<file path="src/rtl/nes_pkg.sv">
// nes_pkg: shared types and constants for the NROM cartridge loader
package nes_pkg;

  typedef enum logic [2:0] {
    S_IDLE,
    S_HDR,
    S_CHECK,
    S_COPY_PRG,
    S_COPY_CHR,
    S_REPORT,
    S_WAIT_TX,
    S_RUN
  } loader_state_t;

  typedef enum logic [1:0] {
    ERR_NONE,
    ERR_MAGIC,
    ERR_SIZE,
    ERR_MAPPER
  } err_code_t;

  localparam logic [31:0] INES_MAGIC = 32'h4E45_531A;
  localparam logic [7:0]  ASCII_S    = 8'h53;
  localparam logic [7:0]  ASCII_F    = 8'h46;

  // First failing header test wins: magic, then bank counts, then mapper
  function automatic err_code_t check_header(input logic [31:0] magic, input logic [7:0] prg,
                                             input logic [7:0] chr, input logic [7:0] mapper);
    return magic != INES_MAGIC ? ERR_MAGIC :
           ((prg != 8'd1 && prg != 8'd2) || chr != 8'd1) ? ERR_SIZE :
           mapper != 8'd0 ? ERR_MAPPER : ERR_NONE;
  endfunction

endpackage

</file>
<file path="src/rtl/loader_copy_engine.sv">
// loader_copy_engine: streams a buffer region into ROM at one byte per cycle
module loader_copy_engine #(
  parameter int AW = 16
) (
  input  logic          clk,
  input  logic          rst_n,
  input  logic          i_start,
  input  logic          i_abort,
  input  logic [AW-1:0] i_base,
  input  logic [AW-1:0] i_len,
  input  logic          i_sel,
  input  logic [7:0]    i_buf_data,
  output logic [AW-1:0] o_buf_addr,
  output logic          o_active,
  output logic          o_we,
  output logic          o_sel,
  output logic [14:0]   o_addr,
  output logic [7:0]    o_data,
  output logic          o_done
);

  logic          r_active;
  logic [AW-1:0] r_cnt;
  logic [AW-1:0] r_base;
  logic [AW-1:0] r_len;
  logic          r_sel;
  logic          r_wr_valid;
  logic [14:0]   r_wr_addr;
  logic          r_wr_last;
  logic          w_last;

  assign w_last     = r_cnt == r_len - 1'b1;
  assign o_buf_addr = r_base + r_cnt;
  assign o_active   = r_active;
  assign o_we       = r_wr_valid;
  assign o_sel      = r_wr_valid & r_sel;
  assign o_addr     = r_wr_valid ? r_wr_addr : '0;
  assign o_data     = r_wr_valid ? i_buf_data : '0;
  assign o_done     = r_wr_valid & r_wr_last;

  // Read counter feeds a one-stage write pipeline; a new start may overlap the last write
  always_ff @(posedge clk or negedge rst_n) begin
    if (!rst_n) begin
      r_active   <= 1'b0;
      r_cnt      <= '0;
      r_base     <= '0;
      r_len      <= '0;
      r_sel      <= 1'b0;
      r_wr_valid <= 1'b0;
      r_wr_addr  <= '0;
      r_wr_last  <= 1'b0;
    end else if (i_abort) begin
      r_active   <= 1'b0;
      r_wr_valid <= 1'b0;
      r_wr_last  <= 1'b0;
    end else begin
      r_wr_valid <= r_active;
      r_wr_addr  <= r_cnt[14:0];
      r_wr_last  <= r_active & w_last;
      if (i_start) begin
        r_active <= 1'b1;
        r_cnt    <= '0;
        r_base   <= i_base;
        r_len    <= i_len;
        r_sel    <= i_sel;
      end else if (r_active) begin
        r_cnt    <= r_cnt + 1'b1;
        r_active <= !w_last;
      end
    end
  end

endmodule

</file>
<file path="src/rtl/nrom_loader.sv">
// nrom_loader: validates an iNES image in the UART buffer, programs cartridge ROM, releases the CPU
module nrom_loader
  import nes_pkg::*;
#(
  parameter int HDR_LEN        = 16,
  parameter int PRG_BANK_BYTES = 16384,
  parameter int CHR_BYTES      = 8192,
  parameter int BUF_AW         = 16
) (
  input  logic              clk,
  input  logic              rst_n,
  input  logic              image_ready,
  input  logic              stop,
  output logic [BUF_AW-1:0] buf_addr,
  input  logic [7:0]        buf_data,
  output logic              prog_we,
  output logic              prog_sel,
  output logic [14:0]       prog_addr,
  output logic [7:0]        prog_data,
  output logic [7:0]        tx_data,
  output logic              tx_start,
  input  logic              tx_done,
  output logic              rx_clear,
  output logic              cpu_hold,
  output logic              running,
  output logic              prg_mirror,
  output logic [1:0]        err_code,
  output logic              busy
);

  loader_state_t     r_state;
  loader_state_t     w_next;
  logic [4:0]        r_hdr_cnt;
  logic [4:0]        w_idx;
  logic [31:0]       r_magic;
  logic [7:0]        r_prg_banks;
  logic [7:0]        r_chr_banks;
  logic [7:0]        r_mapper;
  err_code_t         r_err;
  err_code_t         w_err;
  logic [7:0]        r_tx_data;
  logic              r_prg_mirror;
  logic [BUF_AW-1:0] w_prg_size;
  logic [BUF_AW-1:0] w_base;
  logic [BUF_AW-1:0] w_len;
  logic [BUF_AW-1:0] w_eng_addr;
  logic              w_start;
  logic              w_sel;
  logic              w_abort;
  logic              w_active;
  logic              w_we;
  logic              w_done;
  logic              w_tx_ok;

  assign w_idx      = r_hdr_cnt - 5'd1;
  assign w_err      = check_header(r_magic, r_prg_banks, r_chr_banks, r_mapper);
  assign w_prg_size = r_prg_banks == 8'd2 ? BUF_AW'(2 * PRG_BANK_BYTES) : BUF_AW'(PRG_BANK_BYTES);
  assign w_abort    = stop && r_state != S_IDLE;
  assign w_start    = !stop && ((r_state == S_CHECK && w_err == ERR_NONE) || (r_state == S_COPY_PRG && w_done));
  assign w_sel      = r_state != S_CHECK;
  assign w_base     = w_sel ? BUF_AW'(HDR_LEN) + w_prg_size : BUF_AW'(HDR_LEN);
  assign w_len      = w_sel ? BUF_AW'(CHR_BYTES) : w_prg_size;
  assign w_tx_ok    = r_tx_data == ASCII_S;
  assign tx_data    = r_tx_data;
  assign prg_mirror = r_prg_mirror;
  assign err_code   = r_err;

  loader_copy_engine #(.AW(BUF_AW)) u_copy (
    .clk        (clk),
    .rst_n      (rst_n),
    .i_start    (w_start),
    .i_abort    (w_abort),
    .i_base     (w_base),
    .i_len      (w_len),
    .i_sel      (w_sel),
    .i_buf_data (buf_data),
    .o_buf_addr (w_eng_addr),
    .o_active   (w_active),
    .o_we       (w_we),
    .o_sel      (prog_sel),
    .o_addr     (prog_addr),
    .o_data     (prog_data),
    .o_done     (w_done)
  );

  // State register
  always_ff @(posedge clk or negedge rst_n) begin
    if (!rst_n) r_state <= S_IDLE;
    else        r_state <= w_next;
  end

  // Next state; stop from any active state wins over every other event
  always_comb begin
    w_next = r_state;
    case (r_state)
      S_IDLE:     if (image_ready) w_next = S_HDR;
      S_HDR:      if (r_hdr_cnt == 5'(HDR_LEN)) w_next = S_CHECK;
      S_CHECK:    w_next = w_err == ERR_NONE ? S_COPY_PRG : S_REPORT;
      S_COPY_PRG: if (w_done) w_next = S_COPY_CHR;
      S_COPY_CHR: if (w_done) w_next = S_REPORT;
      S_REPORT:   w_next = S_WAIT_TX;
      S_WAIT_TX:  if (tx_done) w_next = w_tx_ok ? S_RUN : S_IDLE;
      default:    w_next = r_state;
    endcase
    if (w_abort) w_next = S_IDLE;
  end

  // Outputs; cpu_hold drops in the same cycle the 'S' transmission completes
  always_comb begin
    busy     = r_state != S_IDLE && r_state != S_RUN;
    running  = r_state == S_RUN;
    tx_start = r_state == S_REPORT;
    rx_clear = w_abort || (r_state == S_WAIT_TX && tx_done && !w_tx_ok);
    cpu_hold = !((r_state == S_RUN && !stop) || (r_state == S_WAIT_TX && tx_done && w_tx_ok && !stop));
    prog_we  = w_we && (r_state == S_COPY_PRG || r_state == S_COPY_CHR);
    buf_addr = r_state == S_HDR ? BUF_AW'(r_hdr_cnt) : w_active ? w_eng_addr : '0;
  end

  // Header fetch: address issued at count n, its byte captured at count n+1
  always_ff @(posedge clk or negedge rst_n) begin
    if (!rst_n) begin
      r_hdr_cnt   <= '0;
      r_magic     <= '0;
      r_prg_banks <= '0;
      r_chr_banks <= '0;
      r_mapper    <= '0;
    end else begin
      r_hdr_cnt <= r_state == S_HDR ? r_hdr_cnt + 5'd1 : '0;
      if (r_state == S_HDR && r_hdr_cnt != '0) begin
        if (w_idx < 5'd4)  r_magic       <= {r_magic[23:0], buf_data};
        if (w_idx == 5'd4) r_prg_banks   <= buf_data;
        if (w_idx == 5'd5) r_chr_banks   <= buf_data;
        if (w_idx == 5'd6) r_mapper[3:0] <= buf_data[7:4];
        if (w_idx == 5'd7) r_mapper[7:4] <= buf_data[7:4];
      end
    end
  end

  // Status: error code, PRG mirroring and the character to report
  always_ff @(posedge clk or negedge rst_n) begin
    if (!rst_n) begin
      r_err        <= ERR_NONE;
      r_tx_data    <= '0;
      r_prg_mirror <= 1'b0;
    end else if (r_state == S_IDLE && image_ready) begin
      r_err        <= ERR_NONE;
      r_prg_mirror <= 1'b0;
    end else if (r_state == S_CHECK && !stop) begin
      r_err        <= w_err;
      r_tx_data    <= w_err != ERR_NONE ? ASCII_F : r_tx_data;
      r_prg_mirror <= w_err == ERR_NONE && r_prg_banks == 8'd1;
    end else if (r_state == S_COPY_CHR && w_done && !stop) begin
      r_tx_data <= ASCII_S;
    end
  end

endmodule
</file>
<file path="config.mk">
export PLATFORM = sky130hd
export DESIGN_NAME = nrom_loader
export DESIGN_NICKNAME = d
export VERILOG_FILES = /design/src/rtl/nes_pkg.sv /design/src/rtl/loader_copy_engine.sv /design/src/rtl/nrom_loader.sv
export SDC_FILE = /design/constraint.sdc
export NUM_CORES = 1
export LEC_CHECK = 0
export BUFFER_PORTS_ARGS = -buffer_cell sky130_fd_sc_hd__buf_2
export CAP_MARGIN = 20
export CORE_ASPECT_RATIO = 0.7
export CORE_MARGIN = 1
export CORE_UTILIZATION = 63
export CTS_CLUSTER_SIZE = 12
export DETAILED_ROUTE_END_ITERATION = 16
export PLACE_DENSITY = 0.88
export SLEW_MARGIN = 25
export SYNTH_ARGS = -nofsm -noshare
export SYNTH_HDL_FRONTEND = slang
export SYNTH_SLANG_ARGS = --single-unit
export TNS_END_PERCENT = 10
</file>
<file path="constraint.sdc">
create_clock -name clk -period 4.17 [get_ports clk]
set_input_delay 0.2085 -clock clk [delete_from_list [all_inputs] [get_ports clk]]
set_output_delay 0.2085 -clock clk [all_outputs]
set_load 0.05 [all_outputs]
</file>
**Word level (Yosys, flattened, before mapping)**

Cells that the tools add are included.

- Register bits after elaboration: 142
- Bits of input ports: 13
- Output and inout bits: 57
- Word-level logic and storage cells: 138

- $add $sub $neg: 6
- Order comparisons: 1
- Eq/ne operators: 28
- Multiplexer cells: 34
- Bitwise operators: 5
- Reductions and logical operators: 46

Operators by type and width:

| kind | number |
|---|---|
| 16-bit two-way mux | 7 |
| 8-bit two-way mux | 4 |
| 32-bit by 31-bit inequality test with 1-bit output (second input constant) | 1 |
| 3-bit two-way mux | 8 |
| 3-bit one-hot mux with 7 select lines | 1 |
| 5-bit by 3-bit equality test with 1-bit output (second input constant) | 4 |
| 1-bit logical AND | 18 |
| 3-bit inequality test (second input constant) | 6 |
| 16-bit by 1-bit adder with 16-bit output (second input constant) | 1 |
| 16-bit adder | 1 |
| 5-bit by 16-bit adder with 16-bit output (first input constant) | 1 |
| 16-bit equality test | 1 |
| 8-bit by 1-bit inequality test with 1-bit output (second input constant) | 2 |
| 8-bit nonzero test | 2 |
| 16-bit by 1-bit subtractor with 16-bit output (second input constant) | 1 |
| 15-bit two-way mux | 1 |
| 2-bit AND reduction | 7 |
| 3-bit equality test (second input constant) | 4 |
| 2-bit two-way mux | 5 |
| 8-bit by 1-bit equality test with 1-bit output (second input constant) | 1 |
| 8-bit by 2-bit equality test with 1-bit output (second input constant) | 1 |
| 8-bit by 7-bit equality test with 1-bit output (second input constant) | 1 |
| 8-bit by 2-bit inequality test with 1-bit output (second input constant) | 1 |
| 2-bit nonzero test | 4 |
| other kinds (20) | 37 |

**Logic depth before layout (Yosys ltp)**

- Depth in word-level cells: 11
- Gate-level depth with buffers: 8
- Depth with buffers taken out: 6

**Modules after synthesis**

A second synthesis with hierarchy kept.

- Cell total of the unflattened synthesis: 705
- Area, all modules: 7584.8 µm²

Modules (own cells, without submodules):

| module | times used | cells an instance | area an instance (µm²) | sequential area each (µm²) |
|---|---|---|---|---|
| loader_copy_engine | 1 | 390 | 4053.9 | 1676.6 |
| nrom_loader | 1 | 315 | 3530.9 | 1751.7 |

**Worst setup path before layout**

Ideal clock, no wire load.

- Path kind: reg-to-output
- From: register r_state[0]
- To: output buf_addr[0]
- Arrival: 2.272 ns
- Data required time: 3.962 ns
- Path slack: 1.690 ns
- Stages on the path, launching flop included: 7
- Buffers on the path: 3
- Path through: dfrtp_1 > buf_6 > nand2b_1 > or2_2 > clkbuf_1 > clkbuf_1 > o21ai_0

- Cells in the longest elaborated chain, start to end: 2

Ends and longest elaborated chain:

| what | line | source |
|---|---|---|
| from (decl) | nrom_loader.sv:31 | `loader_state_t r_state;` |
| from (signal assigned) | nrom_loader.sv:89 | `else r_state <= w_next;` |
| 3-bit by 1-bit equality test with 1-bit output | nrom_loader.sv:116 | `buf_addr = r_state == S_HDR ? BUF_AW'(r_hdr_cnt) : w_active ? w_eng_addr : '0;` |
| 16-bit two-way mux | nrom_loader.sv:116 |  |
| to (decl) | nrom_loader.sv:14 | `output logic [BUF_AW-1:0] buf_addr,` |

Every way passes these cells.

**Final worst setup path**

- From: register r_state[0]
- To: output buf_addr[3]

Same word-level chain as after synthesis.

==> impl_metrics.yaml <==
global_route:
  grt_usage_pct: 27.5
  grt_pass1_vias: 3837
  grt_max_degree: 78
  grt.overflow.total: 0
  grt_pass1_wl_um: 19200
  antenna_found_initial: 0
detailed_routing:
  detail_route.iter0.violations: 235
  ant_nets: 0
  wire_per_inst_um: 17.3
  routed_via_density: 5.88
  drc_errors: 0
  routed_wl_um: 11800
  via_count: 4014
  firstDrtPassIters: 5
clock_tree:
  root_buffer: "clkbuf_16"
  numCtsBuffers: 9
  cts_tree: "yes"
  postCtsSetupBuffers: 0
  cts_sinks: 110
  clk_latency_ps: 360
  clock_path_buffers: 2
  htree_levels: 3
  cts-resized-gates: 0
  clk_pin_slew_ps: 70
synth:
  yosysTopAreaCell: "dfrtp_1"
  netlist.area_leader.share_pct: 48.8
  synthArstFlopShare_pct: 100
  yosysUniqueCellTypes: 59
  synthFlopType: "dfrtp_1"
  ys_ff_latch: 110
  synth.area.top_cells: "dfrtp_1 49%, mux2_2 14%, and2_1 3.1%"
  yosysSeqAreaShare_pct: 48.8
  syn_inst: 503
  yosys_warnings: 0
  synthesis.area_sq_mm: 0.00564
  synth_edf_count: 0
  avgSynthCellArea_sq_um: 11.2
timing:
  fin_skew_ps: 8.78
  tightest_slew_ps: 880
  fmax_ghz: 0.352
  period_share_pct: 68.2
  drv_slew: 0
  whs_ps: 153
  finalSetupViolations: 0
  hold_viol_final: 0
  max_slew_margin_pct: 41.1
  tns_ps: 0
  fin_crit_ps: 2840
  rsz0062_at_grt: "false"
cells_and_area:
  multi_input_area_sq_mm: 0.00267
  design_area_sq_mm: 0.00631
  final_cells: 683
  fillers: 583
  ff_latch_area_sq_mm: 0.00275
  area_growth_pct: 11.9
  final_nets: 582
  fin_util_pct: 73.5
  antenna_cells: 0
  drive_gt1_share_pct: 31.6
die:
  die_y_um: 81.2
  num_rows: 28
  fp.dieW_um: 115
  core_area_sq_mm: 0.00858
  num_io_pins: 70
  start_util_pct: 65.7
  die_area_sq_mm: 0.00934
critical_path:
  end_kind: "output port"
  critPathTopFamily: "simple AND/OR/NAND/NOR gates"
  critPathBufInv: 1
  crit_arrival_ps: 2640
  crit_type: "flip-flop to output port"
  crit_slowest_cell: "dfrtp_1"
  critPathMaxFanout: 19
  critPathMaxStageDelay_ps: 750
  start_kind: "flip-flop"
  crit_required_ps: 3960
  crit_chain: "nand2b_1, nor2_1, nand2_1, o21ai_0, buf_2"
power:
  seqPwrFrac_pct: 51.9
  p_comb_share_pct: 14.3
  p_per_area_mw_per_mm2: 411
  clkPwrFrac_pct: 33.8
  power.internal_mw: 1.88
  switching_power_mw: 0.718
  ir_drop_mv: 0.408
  p_leak_nw: 2.97
  p_sw_share_pct: 27.7
worst_hold_path:
  worstHoldPathType: "input pin to flip-flop"
placed_design:
  io_buffer_count: 66
  globalplace.congestion: 0.866
  place_hpwl_um: 8250
  placedCellCount: 665
  dpl_cell_area_sq_mm: 0.00597
job:
  maxCapViolations: 0
outcome:
  status: "completed"
==> synth_stat cells (3+ instances only) <==
library cell	n
dfrtp_1	110
mux2_2	70
nor2_1	45
nand2_1	36
and2_1	28
nand3_1	20
xnor2_1	19
xor2_1	16
clkbuf_1	12
ha_1	11
o21ai_0	11
inv_1	9
nand4_1	9
nor3_1	7
buf_4	6
a21o_1	5
and3_1	5
buf_2	5
buf_6	5
nor4_1	5
nor4b_1	5
nand3b_1	4
nor2_2	4
a21oi_1	3
a31o_2	3
mux2i_1	3
nand2b_1	3
nor2b_1	3
nor4bb_1	3
o31ai_1	3
==> logic make-up after synthesis <==
logic type,Yosys count,synth area share (%)
simple gates,198,20.3
flops,110,48.8
mux,74,14.7
buf+inv,39,4.06
compound gates,35,4.24
xor+xnor,35,5.43
fa+ha+maj,11,2.44
other cells,1,0.0665
==> power groups by stage <==
stage	clock network, mW	logic (mW)	registers, mW
after floorplan	0	0.297	1.31
after global placement	0	0.342	1.34
after detailed placement	0	0.365	1.36
after CTS	0.893	0.371	1.34
after global routing	0.929	0.404	1.37
final	0.877	0.371	1.35
==> state kept, by name (all words and copies together) (netlist names) <==
name	flops
r_state	3
u_copy.r_cnt	16
u_copy.r_base	3
r_mapper	8
u_copy.o_we	1
u_copy.r_wr_addr	15
r_chr_banks	8
prg_mirror	1
u_copy.r_len	3
u_copy.r_wr_last	1
r_hdr_cnt	5
r_magic	32
r_prg_banks	8
err_code	2
tx_data	3
u_copy.o_active	1
==> worst reg2reg max path, stage by stage, from the launching register on <==
cell and delay (ps):
dfrtp_1 750, nand2b_1 280, or2_2 480, nor3_4 200
buf_4 380, mux2_2 400
==> area by class of cell <==
type | count | area share, %
clock buffer | 9 | 3.57
clock inverter | 7 | 1.27
inverter | 10 | 0.595
multi-input combinational | 356 | 42.3
sequential | 110 | 43.6
tap | 120 | 2.38
timing repair buffer | 71 | 6.23
==> cells in the final DEF (no fill, tap or decap), drive strengths merged, types with 4 or more instances in the layout <==
cell / instances
dfrtp: 110
mux2: 71
buf: 70
nor2: 49
nand2: 37
and2: 28
nand3: 24
xnor2: 19
xor2: 16
o21ai: 12
inv: 12
ha: 11
nand4: 10
clkbuf: 9
nor3: 8
nor4b: 7
nor4: 6
and3: 5
a21o: 5
nand3b: 4
a31o: 4
==> final timing paths <==
check / start / endpoint / slack [ps] / depth (start not counted)
max: r_state[0] / buf_addr[3] / 1330 / 5
min reg2reg: u_copy.r_wr_addr[7] / u_copy.r_wr_addr[7] / 500 / 1
max reg2reg: r_state[0] / r_magic[25] / 1560 / 5
min: buf_data[3] / r_magic[3] / 150 / 2
min in group asynchronous: rst_n / u_copy.r_wr_addr[3] / 270 / 2
max in group asynchronous: rst_n / r_state[0] / 3180 / 3
==> repair_timing <==
| item | CTS | global route |
|---|---|---|
| setup endpoints to repair | 0 | 0 |
| hold endpoints to repair | 0 | 18 |
| hold buffers | 0 | 1 |
==> routing by layer <==
layer	GRT usage [%]	share of wire, %	vias to the layer above
met2	43.2	46	143
met1	38.7	46	2006
li1	-	-	1845
met3	6.72	6.3	20
met5	0	0	-
met4	7.01	1.1	0
==> metrics by stage <==
step	total power, mW	setup slack, ps
2_1_floorplan	1.61	1690
3_3_place_gp	1.68	1810
3_5_place_dp	1.72	1640
4_1_cts	2.61	1370
5_1_grt	2.70	1160
6_report	2.59	1330
Power figures use the tool's default switching activity.
